[config.mk]
export PLATFORM = sky130hd
export DESIGN_NAME = adder_sum_accumulator
export DESIGN_NICKNAME = d
export VERILOG_FILES = /design/src/rtl/adder_sum_accumulator.sv
export SDC_FILE = /design/constraint.sdc
export NUM_CORES = 1
export LEC_CHECK = 0
export CAP_MARGIN = 20
export CORE_UTILIZATION = 40
export DETAILED_ROUTE_END_ITERATION = 8
export PLACE_DENSITY = 0.72
export SETUP_SLACK_MARGIN = 0.2
export SLEW_MARGIN = 10
export SYNTH_ARGS = -nofsm -noshare
export SYNTH_HDL_FRONTEND = slang
export SYNTH_SLANG_ARGS = --single-unit
[constraint.sdc]
create_clock -name clk -period 2.2 [get_ports clk]
set_clock_uncertainty 0.05 [all_clocks]
set_input_delay 0.55 -clock clk [delete_from_list [all_inputs] [get_ports clk]]
set_output_delay 0.55 -clock clk [all_outputs]
set_load 0.01 [all_outputs]
[src/rtl/adder_sum_accumulator.sv]
// Multi-term accumulator for 5-bit ripple-adder results with a valid/ready handshake on both sides.
// Define ACC_SATURATE_EN to clamp on overflow instead of wrapping modulo 2^ACC_W.
module adder_sum_accumulator #(
    parameter int N_TERMS = 16,
    parameter int ACC_W   = 8
) (
    input  logic             clk,
    input  logic             rst_n,
    input  logic             ena,
    input  logic             clr,
    input  logic             in_valid,
    input  logic [4:0]       in_sum,
    output logic             in_ready,
    output logic             out_valid,
    input  logic             out_ready,
    output logic [ACC_W-1:0] acc_out,
    output logic [4:0]       count,
    output logic             ovf
);

    typedef enum logic [0:0] {
        ST_ACC  = 1'b0,
        ST_DONE = 1'b1
    } state_t;

    localparam logic [4:0] LAST_IDX = 5'(N_TERMS - 1);

    state_t           state_q, state_d;
    logic [ACC_W-1:0] acc_q, acc_d;
    logic [4:0]       count_q, count_d;
    logic             ovf_q, ovf_d;
    logic [ACC_W:0]   sum;

    always_ff @(posedge clk) begin
        if (!rst_n) begin
            state_q <= ST_ACC;
            acc_q   <= '0;
            count_q <= '0;
            ovf_q   <= 1'b0;
        end else begin
            state_q <= state_d;
            acc_q   <= acc_d;
            count_q <= count_d;
            ovf_q   <= ovf_d;
        end
    end

    // The extra top bit of sum is the overflow indication for this term.
    assign sum = {1'b0, acc_q} + {{(ACC_W - 4){1'b0}}, in_sum};

    always_comb begin
        state_d = state_q;
        acc_d   = acc_q;
        count_d = count_q;
        ovf_d   = ovf_q;
        if (ena) begin
            if (clr) begin
                state_d = ST_ACC;
                acc_d   = '0;
                count_d = '0;
                ovf_d   = 1'b0;
            end else begin
                case (state_q)
                    ST_ACC: begin
                        if (in_valid) begin
                            ovf_d   = ovf_q | sum[ACC_W];
`ifdef ACC_SATURATE_EN
                            acc_d   = (ovf_q || sum[ACC_W]) ? {ACC_W{1'b1}} : sum[ACC_W-1:0];
`else
                            acc_d   = sum[ACC_W-1:0];
`endif
                            count_d = count_q + 5'd1;
                            if (count_q == LAST_IDX) begin
                                state_d = ST_DONE;
                            end
                        end
                    end
                    ST_DONE: begin
                        if (out_ready) begin
                            state_d = ST_ACC;
                            acc_d   = '0;
                            count_d = '0;
                            ovf_d   = 1'b0;
                        end
                    end
                    default: state_d = ST_ACC;
                endcase
            end
        end
    end

    always_comb begin
        in_ready  = (state_q == ST_ACC);
        out_valid = (state_q == ST_DONE);
        acc_out   = acc_q;
        count     = count_q;
        ovf       = ovf_q;
    end

endmodule

==> results of run 1 <==
-- placed cells by master (no fill, tap or decap), drive strengths merged, types with 4 or more instances in the layout --
cell	instances
a21o	4
a21oi	4
buf	14
clkbuf	4
clkdlybuf4s50	21
dfxtp	15
ha	7
nand2	4
nand3	4
nor2	8
-- layout make-up --
cell class                      instances  area [um2]  area share [%]
Tap cell                               27        33.8            2.58
Timing Repair Buffer                   40         368            28.1
Clock buffer                            4        26.3            2.01
Inverter                                4        15.0            1.15
Multi-Input combinational cell         69         567            43.3
Sequential cell                        15         300            22.9
-- Yosys cell counts --
library cell and count:
nand3_1 4, nor3_2 1, a32oi_1 1, o211ai_1 3, o2111ai_1 1, nor3_1 2, a2111oi_2 1, mux2i_1 3
clkinv_1 1, a211o_1 1, and2b_2 1, fa_1 1, buf_4 2, and3_1 3, ha_1 7, o21ai_0 3
or4_1 1, nor3b_1 1, a21o_1 4, dfxtp_1 15, xor2_1 2, a22oi_1 3, nor2_1 8, or3b_1 1
a311oi_1 1, xnor2_1 1, or3_1 1, a31oi_1 2, nand2_1 4, a21oi_1 4, and2_1 1, inv_1 3
o21a_1 3
-- metal layers --
layer	GRT usage, %	wire (um)	share of wire [%]	vias to the layer above
met5	0	0	0	-
met2	27.6	919	48	14
met4	10.0	27	1.4	0
met3	1.13	51	2.7	2
li1	-	-	-	422
met1	24.9	922	48	379
-- registers in the layout, summed over array words and instances, names as in the netlist --
name and flops:
count 5, out_valid 1, ovf 1, acc_out 8
-- worst max-delay path by stage --
stage / start / to / slack, ps / cells past startpoint
2_1_floorplan: in_sum[0] / ovf$_SDFFE_PN0P_ / 240 / 6
3_3_place_gp: in_sum[0] / ovf$_SDFFE_PN0P_ / -250 / 7
3_5_place_dp: in_sum[0] / ovf$_SDFFE_PN0P_ / -260 / 7
4_1_cts: in_sum[0] / ovf$_SDFFE_PN0P_ / 210 / 7
5_1_grt: in_sum[1] / acc_out[7]$_SDFFE_PN0P_ / 200 / 7
6_report: in_sum[1] / acc_out[5]$_SDFFE_PN0P_ / 290 / 7
-- repair_timing --
| item | CTS | global route |
|---|---|---|
| endpoints found under the setup margin | 5 | 5 |
| resized for setup | 8 | 4 |
| hold endpoints to repair | 0 | 0 |
| pin swaps | 12 | 7 |
| setup buffers | 0 | 1 |
-- cells by family after synthesis --
group                    Yosys count  share of synthesized area (%)
AO/OA/AOI/OAI                     27                           23.3
buffers and inverters              6                           3.58
flip-flops                        15                           35.8
XOR/XNOR                           3                           3.13
AND/OR/NAND/NOR                   28                           17.8
multiplexers                       3                           3.58
adder cells (fa/ha/maj)            8                           12.8
-- per-stage QoR --
step	total power, W	cells	hold slack [ps]	util [%]
floorplan	0.000337	90	459	-
global placement	0.000390	154	413	62.4
detailed placement	0.000392	154	417	62.4
CTS	0.000552	158	426	65.1
global route	0.000584	159	463	66.8
finish	0.000550	159	430	66.8
-- power by group through the flow --
stage	Combinational [W]	Clock (W)	Sequential (W)
2_1_floorplan	0.0000485	0	0.000288
6_report	0.000112	0.000156	0.000281
3_5_place_dp	0.000105	0	0.000287
4_1_cts	0.000109	0.000163	0.000281
5_1_grt	0.000123	0.000179	0.000282
3_3_place_gp	0.000103	0	0.000286
==> results.toml, run 1 <==
[status]
status = "completed"

[floorplan]
core_um2 = 1960
initial_core_util_pct = 42.7
rows = 16
die_area_um2 = 2280
top_level_ports = 27
die_w_um = 47.8
fp.dieH_um = 47.8

[setup_path]
end_kind = "flip-flop"
worstPathMaxFanout = 4
max_stage_delay_ps = 360
r2r-start = "acc_out[0]$_SDFFE_PN0P_"
start_kind = "primary input"
reg2reg_to = "ovf$_SDFFE_PN0P_"
r2r_slack_ps = 400
crit_family = "compound AO/OA/AOI/OAI gates"
slowest_stage = "a2111oi_2"
cp_cell_sequence = "dlygate4sd2_1 -> ha_1 -> a21o_1 -> a2111oi_2 -> buf_4 -> or3b_1 -> a31oi_1"
crit_buf_inv = 2
cp.arrival_ps = 2030
rr_worst_depth = 6
critical_path_class = "primary input to flip-flop"
worst-endpoint-required_ps = 2320

[layout]
fillers = 168
nets = 152
design_area_um2 = 1310
drive_gt1_share_pct = 19.7
n_antenna_cell = 0
synthToLayoutAreaGrowth_pct = 56.3

[timing]
finalWorstSetupSlack_ps = 286
rsz0062_at_grt = "yes"
final.setup.tns_ps = 0
slew_viol_final = 0
max_freq_mhz = 523
worst_slew_pin_slew_ps = 272
max-slew-margin-rel_pct = 81.8
min_period_ps = 1910
finalHoldViolations = 0
setup_viol = 0
fin_crit_sh_pct = 87.0

[placed_design]
hpwl_mm = 1.46
place.gp.congestion = 0.771
post-place-ws_ps = -260
postPlaceCellArea_um2 = 1220
io_buffers = 26

[grt]
grt_first_pass_wirelength_mm = 2.85
antenna_found_initial = 0
grt_pass1_vias = 693
grt_overflow = 0
gr-usage-all-layers_pct = 17.9
grt_max_degree = 9

[clock_network]
h-tree-depth = 1
cts_buffers = 3
insertion_delay_ps = 280
root_buffer = "clkbuf_4"
ctsHoldBuffers = 0
path_clk_slew_ps = 80
cts_tree = "done"
clk_path_buf_depth = 2
numClockSinks = 15

[synthesis]
yosysWarningCount = 0
synth_seq_cells = 15
syn_area_um2 = 838
postSynthCellCount = 90
synth_area_leader_cell = "dfxtp_1"
syn_avg_cell_area_um2 = 9.31
ys_seq_area_share_pct = 35.8
synth_fp_nets = 109
synth_area_leaders = "dfxtp_1, ha_1, mux2i_1, a21o_1, nor2_1"
synth_top_area_share_pct = 35.8
ys_types = 33

[detailed_routing]
antenna_left = 0
post-route-drc-count = 0
first_pass_iters = 4
num_vias = 817
drt_iter0_markers = 13
vias_per_cell = 5.14
wl_mm = 1.92
wl_per_cell_um = 12.1

[job]
max-cap-violations = 0

[min_path]
hp-class = "flip-flop to flip-flop"
whs_endpoint = "ovf$_SDFFE_PN0P_"
whs_path_depth = 1
min_from = "ovf$_SDFFE_PN0P_"

[power]
p_seq_share_pct = 51.2
power.density_nw_per_um2 = 420
clockPowerShare_pct = 28.4
p_int_w = 0.000409
vdd_drop_max_uv = 238
total_leakage_power_nw = 0.544
p_comb_share_pct = 20.4
power.switching_w = 0.000141
swShare_pct = 25.7
No activity file was read; power rests on OpenSTA's default activity.
==> run 2: changes to the inputs <==
--- a/config.mk
+++ b/config.mk
@@ -8,7 +8,7 @@
 export CAP_MARGIN = 20
 export CORE_UTILIZATION = 40
 export DETAILED_ROUTE_END_ITERATION = 8
-export PLACE_DENSITY = 0.72
+export PLACE_DENSITY = 0.78
 export SETUP_SLACK_MARGIN = 0.2
 export SLEW_MARGIN = 10
 export SYNTH_ARGS = -nofsm -noshare
==> results.toml, run 2 (same netlist as run 1, synthesis figures left out) <==
[setup_path]
end_kind = "flip-flop"
reg2reg_to = "ovf$_SDFFE_PN0P_"
start_kind = "primary input"
r2r_slack_ps = 380
r2r-start = "acc_out[0]$_SDFFE_PN0P_"
rr_worst_depth = 6
critical_path_class = "primary input to flip-flop"
worst-endpoint-required_ps = 2370
cp.arrival_ps = 2090
worstPathMaxFanout = 5

[clock_network]
h-tree-depth = 1
cts_tree = "done"
insertion_delay_ps = 280
cts_buffers = 3
path_clk_slew_ps = 90
root_buffer = "clkbuf_4"
clk_path_buf_depth = 2
numClockSinks = 15

[placed_design]
post-place-ws_ps = -287
hpwl_mm = 1.72
place.gp.congestion = 0.782
io_buffers = 26
postPlaceCellArea_um2 = 1220

[grt]
grt_pass1_vias = 778
grt_first_pass_wirelength_mm = 3.37
gr-usage-all-layers_pct = 21.4
antenna_found_initial = 0
grt_overflow = 0
grt_max_degree = 9

[layout]
final_common_cell = "clkdlybuf4s50_1"
design_area_um2 = 1300
fillers = 159
drive_gt1_share_pct = 20.5
largest_reg_flops = 8
seqCellArea_um2 = 300
n_antenna_cell = 0
mostFrequentLayoutCells = "clkdlybuf4s50_1, dfxtp_1, buf_4"
multi_input_area_um2 = 569
nets = 152
synthToLayoutAreaGrowth_pct = 55.5

[floorplan]
die_area_um2 = 2280
rows = 16
core_um2 = 1960
fp.dieH_um = 47.8
die_w_um = 47.8
top_level_ports = 27
initial_core_util_pct = 42.7

[detailed_routing]
wl_per_cell_um = 14.6
wl_mm = 2.33
num_vias = 846
vias_per_cell = 5.32
drt_iter0_markers = 15
antenna_left = 0
first_pass_iters = 4
post-route-drc-count = 0

[timing]
min_period_ps = 1910
finalWorstSetupSlack_ps = 287
finalHoldViolations = 0
fin_crit_sh_pct = 87.0
worst_slew_pin_slew_ps = 273
max_freq_mhz = 523
setup_viol = 0
rsz0062_at_grt = "no"
max-slew-margin-rel_pct = 81.8
slew_viol_final = 0

[min_path]
hp-class = "flip-flop to flip-flop"
whs_path_depth = 1
min_from = "ovf$_SDFFE_PN0P_"
whs_endpoint = "ovf$_SDFFE_PN0P_"

[power]
power.density_nw_per_um2 = 424
total_leakage_power_nw = 0.538
vdd_drop_max_uv = 314

[status]
status = "completed"

[job]
max-cap-violations = 0
-- run 2: routing by layer --
metal	wire, um	global-route usage (%)
met2	1240	38.1
met5	0	0
met3	65	2.64
met4	15	6.67
met1	1010	26.5
-- run 2: worst max-delay path, cell delays in order --
cell	delay (ps)
dlygate4sd2_1	270
ha_4	290
and2_1	200
buf_4	140
a311oi_2	50
or4_1	520
nand2_1	70
-- run 2: power breakdown --
group	switching, W	internal [W]
sequential	0.00000581	0.000276
combinational	0.0000527	0.0000638
clock	0.0000849	0.0000702
-- run 2: final cells by class --
| class | instances | area share (%) |
|---|---|---|
| Tap cell | 27 | 2.59 |
| Inverter | 4 | 1.15 |
| Sequential cell | 15 | 23.0 |
| Multi-Input combinational cell | 69 | 43.7 |
| Clock buffer | 4 | 2.02 |
| Timing Repair Buffer | 40 | 27.5 |
-- run 2: per-stage QoR --
step / hold WS [ps] / TNS, ps / utilization (%) / power, W / instances
after global placement: 412 / -978 / 62.4 / 0.000390 / 154
after floorplan: 459 / 0 / - / 0.000337 / 90
after detailed placement: 421 / -1190 / 62.4 / 0.000394 / 154
after CTS: 443 / 0 / 66.0 / 0.000557 / 159
after global routing: 453 / 0 / 66.5 / 0.000584 / 159
final: 421 / 0 / 66.5 / 0.000553 / 159
-- run 2: worst max path at each step --
stage	from	to
finish	in_sum[4]	acc_out[6]$_SDFFE_PN0P_
floorplan	in_sum[0]	ovf$_SDFFE_PN0P_
global route	in_sum[1]	acc_out[5]$_SDFFE_PN0P_
detailed placement	in_sum[0]	ovf$_SDFFE_PN0P_
CTS	in_sum[0]	ovf$_SDFFE_PN0P_
global placement	in_sum[0]	ovf$_SDFFE_PN0P_
-- run 2: repair_timing --
item,4_1_cts,5_1_grt
endpoints found under the setup margin,5,4
gates cloned,0,0
hold buffers,0,0
pin swaps,8,6
setup buffers,1,0
resized for setup,10,3
==> run 3: changes to the inputs <==
--- a/config.mk
+++ b/config.mk
@@ -10,6 +10,7 @@
 export DETAILED_ROUTE_END_ITERATION = 8
 export PLACE_DENSITY = 0.78
 export SETUP_SLACK_MARGIN = 0.2
+export SKIP_CTS_REPAIR_TIMING = 1
 export SLEW_MARGIN = 10
 export SYNTH_ARGS = -nofsm -noshare
 export SYNTH_HDL_FRONTEND = slang
==> results.toml, run 3 (same netlist as run 1, synthesis figures left out) <==
[min_path]
hp-class = "flip-flop to flip-flop"
whs_endpoint = "ovf$_SDFFE_PN0P_"
min_from = "ovf$_SDFFE_PN0P_"
whs_path_depth = 1

[power]
p_int_w = 0.000415
p_seq_share_pct = 50.2
p_comb_share_pct = 21.8
total_leakage_power_nw = 0.585
vdd_drop_max_uv = 314
power.switching_w = 0.000146
power.density_nw_per_um2 = 415
swShare_pct = 26.0
clockPowerShare_pct = 27.9

[detailed_routing]
post-route-drc-count = 0
num_vias = 855
wl_mm = 2.31
wl_per_cell_um = 14.3
vias_per_cell = 5.31
first_pass_iters = 4
drt_iter0_markers = 15
antenna_left = 0

[setup_path]
cp_cell_sequence = "dlymetal6s2s_1 -> ha_2 -> fa_2 -> a21o_1 -> a211o_1 -> a32oi_1 -> nor2_1"
end_kind = "flip-flop"
crit_family = "compound AO/OA/AOI/OAI gates"
slowest_stage = "fa_2"
cp.arrival_ps = 2030
crit_buf_inv = 1
worstPathMaxFanout = 3
r2r-start = "acc_out[0]$_SDFFE_PN0P_"
max_stage_delay_ps = 400
cp_num_cells = 7
r2r_slack_ps = 360
worst-endpoint-required_ps = 2330
reg2reg_to = "acc_out[4]$_SDFFE_PN0P_"
start_kind = "primary input"
critical_path_class = "primary input to flip-flop"
rr_worst_depth = 6

[layout]
n_antenna_cell = 0
fillers = 150
final_common_cell = "clkdlybuf4s50_1"
nets = 154
drive_gt1_share_pct = 23.1
mostFrequentLayoutCells = "clkdlybuf4s50_1, buf_4, dfxtp_1"
design_area_um2 = 1350
largest_reg_flops = 8
synthToLayoutAreaGrowth_pct = 61.0

[floorplan]
initial_core_util_pct = 42.7
core_um2 = 1960
die_w_um = 47.8
rows = 16
top_level_ports = 27
die_area_um2 = 2280
fp.dieH_um = 47.8

[grt]
grt_overflow = 0
antenna_found_initial = 0
gr-usage-all-layers_pct = 20.2
grt_pass1_vias = 780
grt_first_pass_wirelength_mm = 3.24
grt_max_degree = 9

[timing]
rsz0062_at_grt = "no"
worst_slew_pin_slew_ps = 269
final.setup.tns_ps = 0
slew_viol_final = 0
max-slew-margin-rel_pct = 82.0
max_freq_mhz = 526
min_period_ps = 1900
setup_viol = 0
finalWorstSetupSlack_ps = 300
finalHoldViolations = 0
fin_crit_sh_pct = 86.4

[placed_design]
place.gp.congestion = 0.782
postPlaceCellArea_um2 = 1220
hpwl_mm = 1.72
post-place-ws_ps = -287
io_buffers = 26

[clock_network]
path_clk_slew_ps = 90
cts_buffers = 3
root_buffer = "clkbuf_4"
numClockSinks = 15
clk_path_buf_depth = 2
h-tree-depth = 1
cts_tree = "done"
insertion_delay_ps = 280

[status]
status = "completed"

[job]
max-cap-violations = 0
run 3: per-layer routing:
layer  vias up  routed length [um]  global-route usage, %
met5         -                   0                      0
met4         0                  27                   7.22
met3         4                  72                   2.64
met2        20                1180                   35.4
met1       404                1020                   25.1
li1        427                   -                      -
run 3: worst register-to-register path: stages (launching register included):
cell     delay, ps
dfxtp_1        340
ha_2           190
fa_2           400
a21o_1         230
a211o_1        290
a32oi_1        180
nor2_1          50
run 3: power groups by stage:
stage	Combinational [W]	Sequential, W	Clock, W
after floorplan	0.0000485	0.000288	0
after global placement	0.000104	0.000286	0
after detailed placement	0.000107	0.000287	0
after CTS	0.000108	0.000280	0.000163
after global routing	0.000132	0.000282	0.000174
final	0.000122	0.000282	0.000156
run 3: cell type report:
| cell class | count | area [um2] | area share, % |
|---|---|---|---|
| Timing Repair Buffer | 42 | 393 | 29.1 |
| Multi-Input combinational cell | 69 | 582 | 43.1 |
| Inverter | 4 | 15.0 | 1.11 |
| Sequential cell | 15 | 300 | 22.2 |
| Tap cell | 27 | 33.8 | 2.50 |
| Clock buffer | 4 | 26.3 | 1.95 |
run 3: through the flow:
| stage | utilization (%) | hold slack [ps] | cells | power, W |
|---|---|---|---|---|
| 6_report | 68.8 | 434 | 161 | 0.000560 |
| 5_1_grt | 68.8 | 468 | 161 | 0.000589 |
| 4_1_cts | 63.7 | 443 | 158 | 0.000551 |
| 3_5_place_dp | 62.4 | 421 | 154 | 0.000394 |
| 3_3_place_gp | 62.4 | 412 | 154 | 0.000390 |
| 2_1_floorplan | - | 459 | 90 | 0.000337 |
run 3: worst max path at each step:
stage / end / start / slack [ps]
floorplan: ovf$_SDFFE_PN0P_ / in_sum[0] / 240
CTS: ovf$_SDFFE_PN0P_ / in_sum[0] / 20
global placement: ovf$_SDFFE_PN0P_ / in_sum[0] / -260
global route: in_ready / out_valid$_SDFFE_PN0P_ / 210
finish: acc_out[4]$_SDFFE_PN0P_ / in_sum[0] / 300
detailed placement: ovf$_SDFFE_PN0P_ / in_sum[0] / -290
==> RTL edit: new RTL, config.mk and constraints of run 3 <==
Register the output `ovf`, with the module's reset; this adds one clock of latency there. The other outputs are not delayed to match.
--- a/src/rtl/adder_sum_accumulator.sv
+++ b/src/rtl/adder_sum_accumulator.sv
@@ -26,2 +26,4 @@
     localparam logic [4:0] LAST_IDX = 5'(N_TERMS - 1);
+
+    logic ovf_c;
 
@@ -96,3 +98,11 @@
         count     = count_q;
-        ovf       = ovf_q;
+        ovf_c     = ovf_q;
+    end
+
+    always_ff @(posedge clk) begin
+        if (!rst_n) begin
+            ovf <= '0;
+        end else begin
+            ovf <= ovf_c;
+        end
     end
Behaviour: not the same (Yosys sat finds a counterexample within 10 cycles, from zero or initial values and one cycle with rst_n low).
==> RTL edit against run 3 <==
- sequential cell count increased by 1
- area after synthesis is 4.8% higher
- wire length down 7.9%
- setup slack lost 0.022 ns
- cell area fell by 1.2%
- final cell count decreased by 1.2%
- total power up 0.14%
- utilization down 2.8 points
- critical path type unchanged
- critical endpoint unchanged
- largest cell class unchanged
- largest power group unchanged
- highest routed layer unchanged
==> RTL edit: results (changes against run 3) <==
[drt]
drt-initial-drc-count=14  ; was 15
vias_per_cell=5.15  ; was 5.31

[synthesis]
synth_cell_types=32  ; was 33
seq_area_frac_synth_pct=36.5  ; was 35.8%
synth_nets=111  ; was 109
synth.top_cells.by_count=dfxtp_1, nor2_1, ha_1  ; unchanged
synthMuxAreaShare_pct=3.42  ; was 3.58%
synth-xor-area-share_pct=3.99  ; was 3.13%
synth_area_leaders=dfxtp_1, ha_1, nor2_1  ; was dfxtp_1, ha_1, mux2i_1
syn_inst=92  ; was 90
synth_compound_area_share_pct=22.1  ; was 23.3%
synth_adder_area_share_pct=12.3  ; was 12.8%

[placement]
dp.cells=156  ; was 154
portBuffers=26  ; unchanged
gp_congestion=0.745  ; was 0.782
dp_slack_ns=-0.278  ; was -0.287 ns

[power]
ir_drop_uv=241  ; was 314 uV
leakage_nw=0.571  ; was 0.585 nW

[cts]
clockBufferDepth=2  ; unchanged

[cells_and_area]
drive_above_1_share_pct=22.0  ; was 23.1%
fin_nets=153  ; was 154

[grt]
grt_pass1_wl_um=3500  ; was 3240 um
grt_pass1_vias=824  ; was 780

[sta]
slew_headroom_pct=79.7  ; was 82.0%
max_freq_ghz=0.520  ; was 0.526 GHz

[outcome]
status=finished clean  ; unchanged

RTL edit: through the flow:
| stage | setup TNS (ns) | utilization [%] |
|---|---|---|
| 2_1_floorplan | 0 | - |
| 3_3_place_gp | -1.07 | 62.5 |
| 3_5_place_dp | -1.24 | 62.5 |
| 4_1_cts | 0 | 63.6 |
| 5_1_grt | 0 | 66.0 |
| 6_report | 0 | 66.0 |
RTL edit: worst paths after layout:
path,cells past startpoint,end,start
hold / removal,2,ovf,ovf_c
setup / recovery,7,acc_out[4],in_sum[0]
setup reg to reg,6,acc_out[4],acc_out[0]
hold reg to reg,2,ovf,ovf_c
RTL edit: layer usage:
layer | up-vias | GRT usage (%) | wire (um)
met2 | 21 | 33.3 | 1050
li1 | 419 | - | -
met5 | - | 0 | 0
met1 | 377 | 22.4 | 987
met4 | 0 | 8.33 | 13
met3 | 2 | 2.80 | 77
RTL edit: cell type report:
type,count,area [sq um]
fill,165,688
multi-input combinational,70,574
timing repair buffer,38,363
sequential,16,322
tap,27,33.8
clock buffer,3,22.5
inverter,5,18.8
RTL edit: cell families after synthesis:
kind of cell             after synthesis
AO/OA/AOI/OAI                         25
buffers and inverters                  6
AND/OR/NAND/NOR                       30
XOR/XNOR                               4
flip-flops                            16
multiplexers                           3
adder cells (fa/ha/maj)                8
RTL edit: worst max-delay path, cell delays in order:
cell,delay [ns]
dlymetal6s2s_1,0.13
ha_2,0.20
fa_2,0.40
a21o_4,0.23
a211o_1,0.29
a32oi_1,0.17
nor2_1,0.07
RTL edit: power by group:
group          internal, mW  switching, mW  total [mW]
Combinational        0.0613         0.0507       0.112
Sequential            0.294        0.00498       0.299
Clock                0.0634         0.0868       0.150
Total                 0.419          0.142       0.561
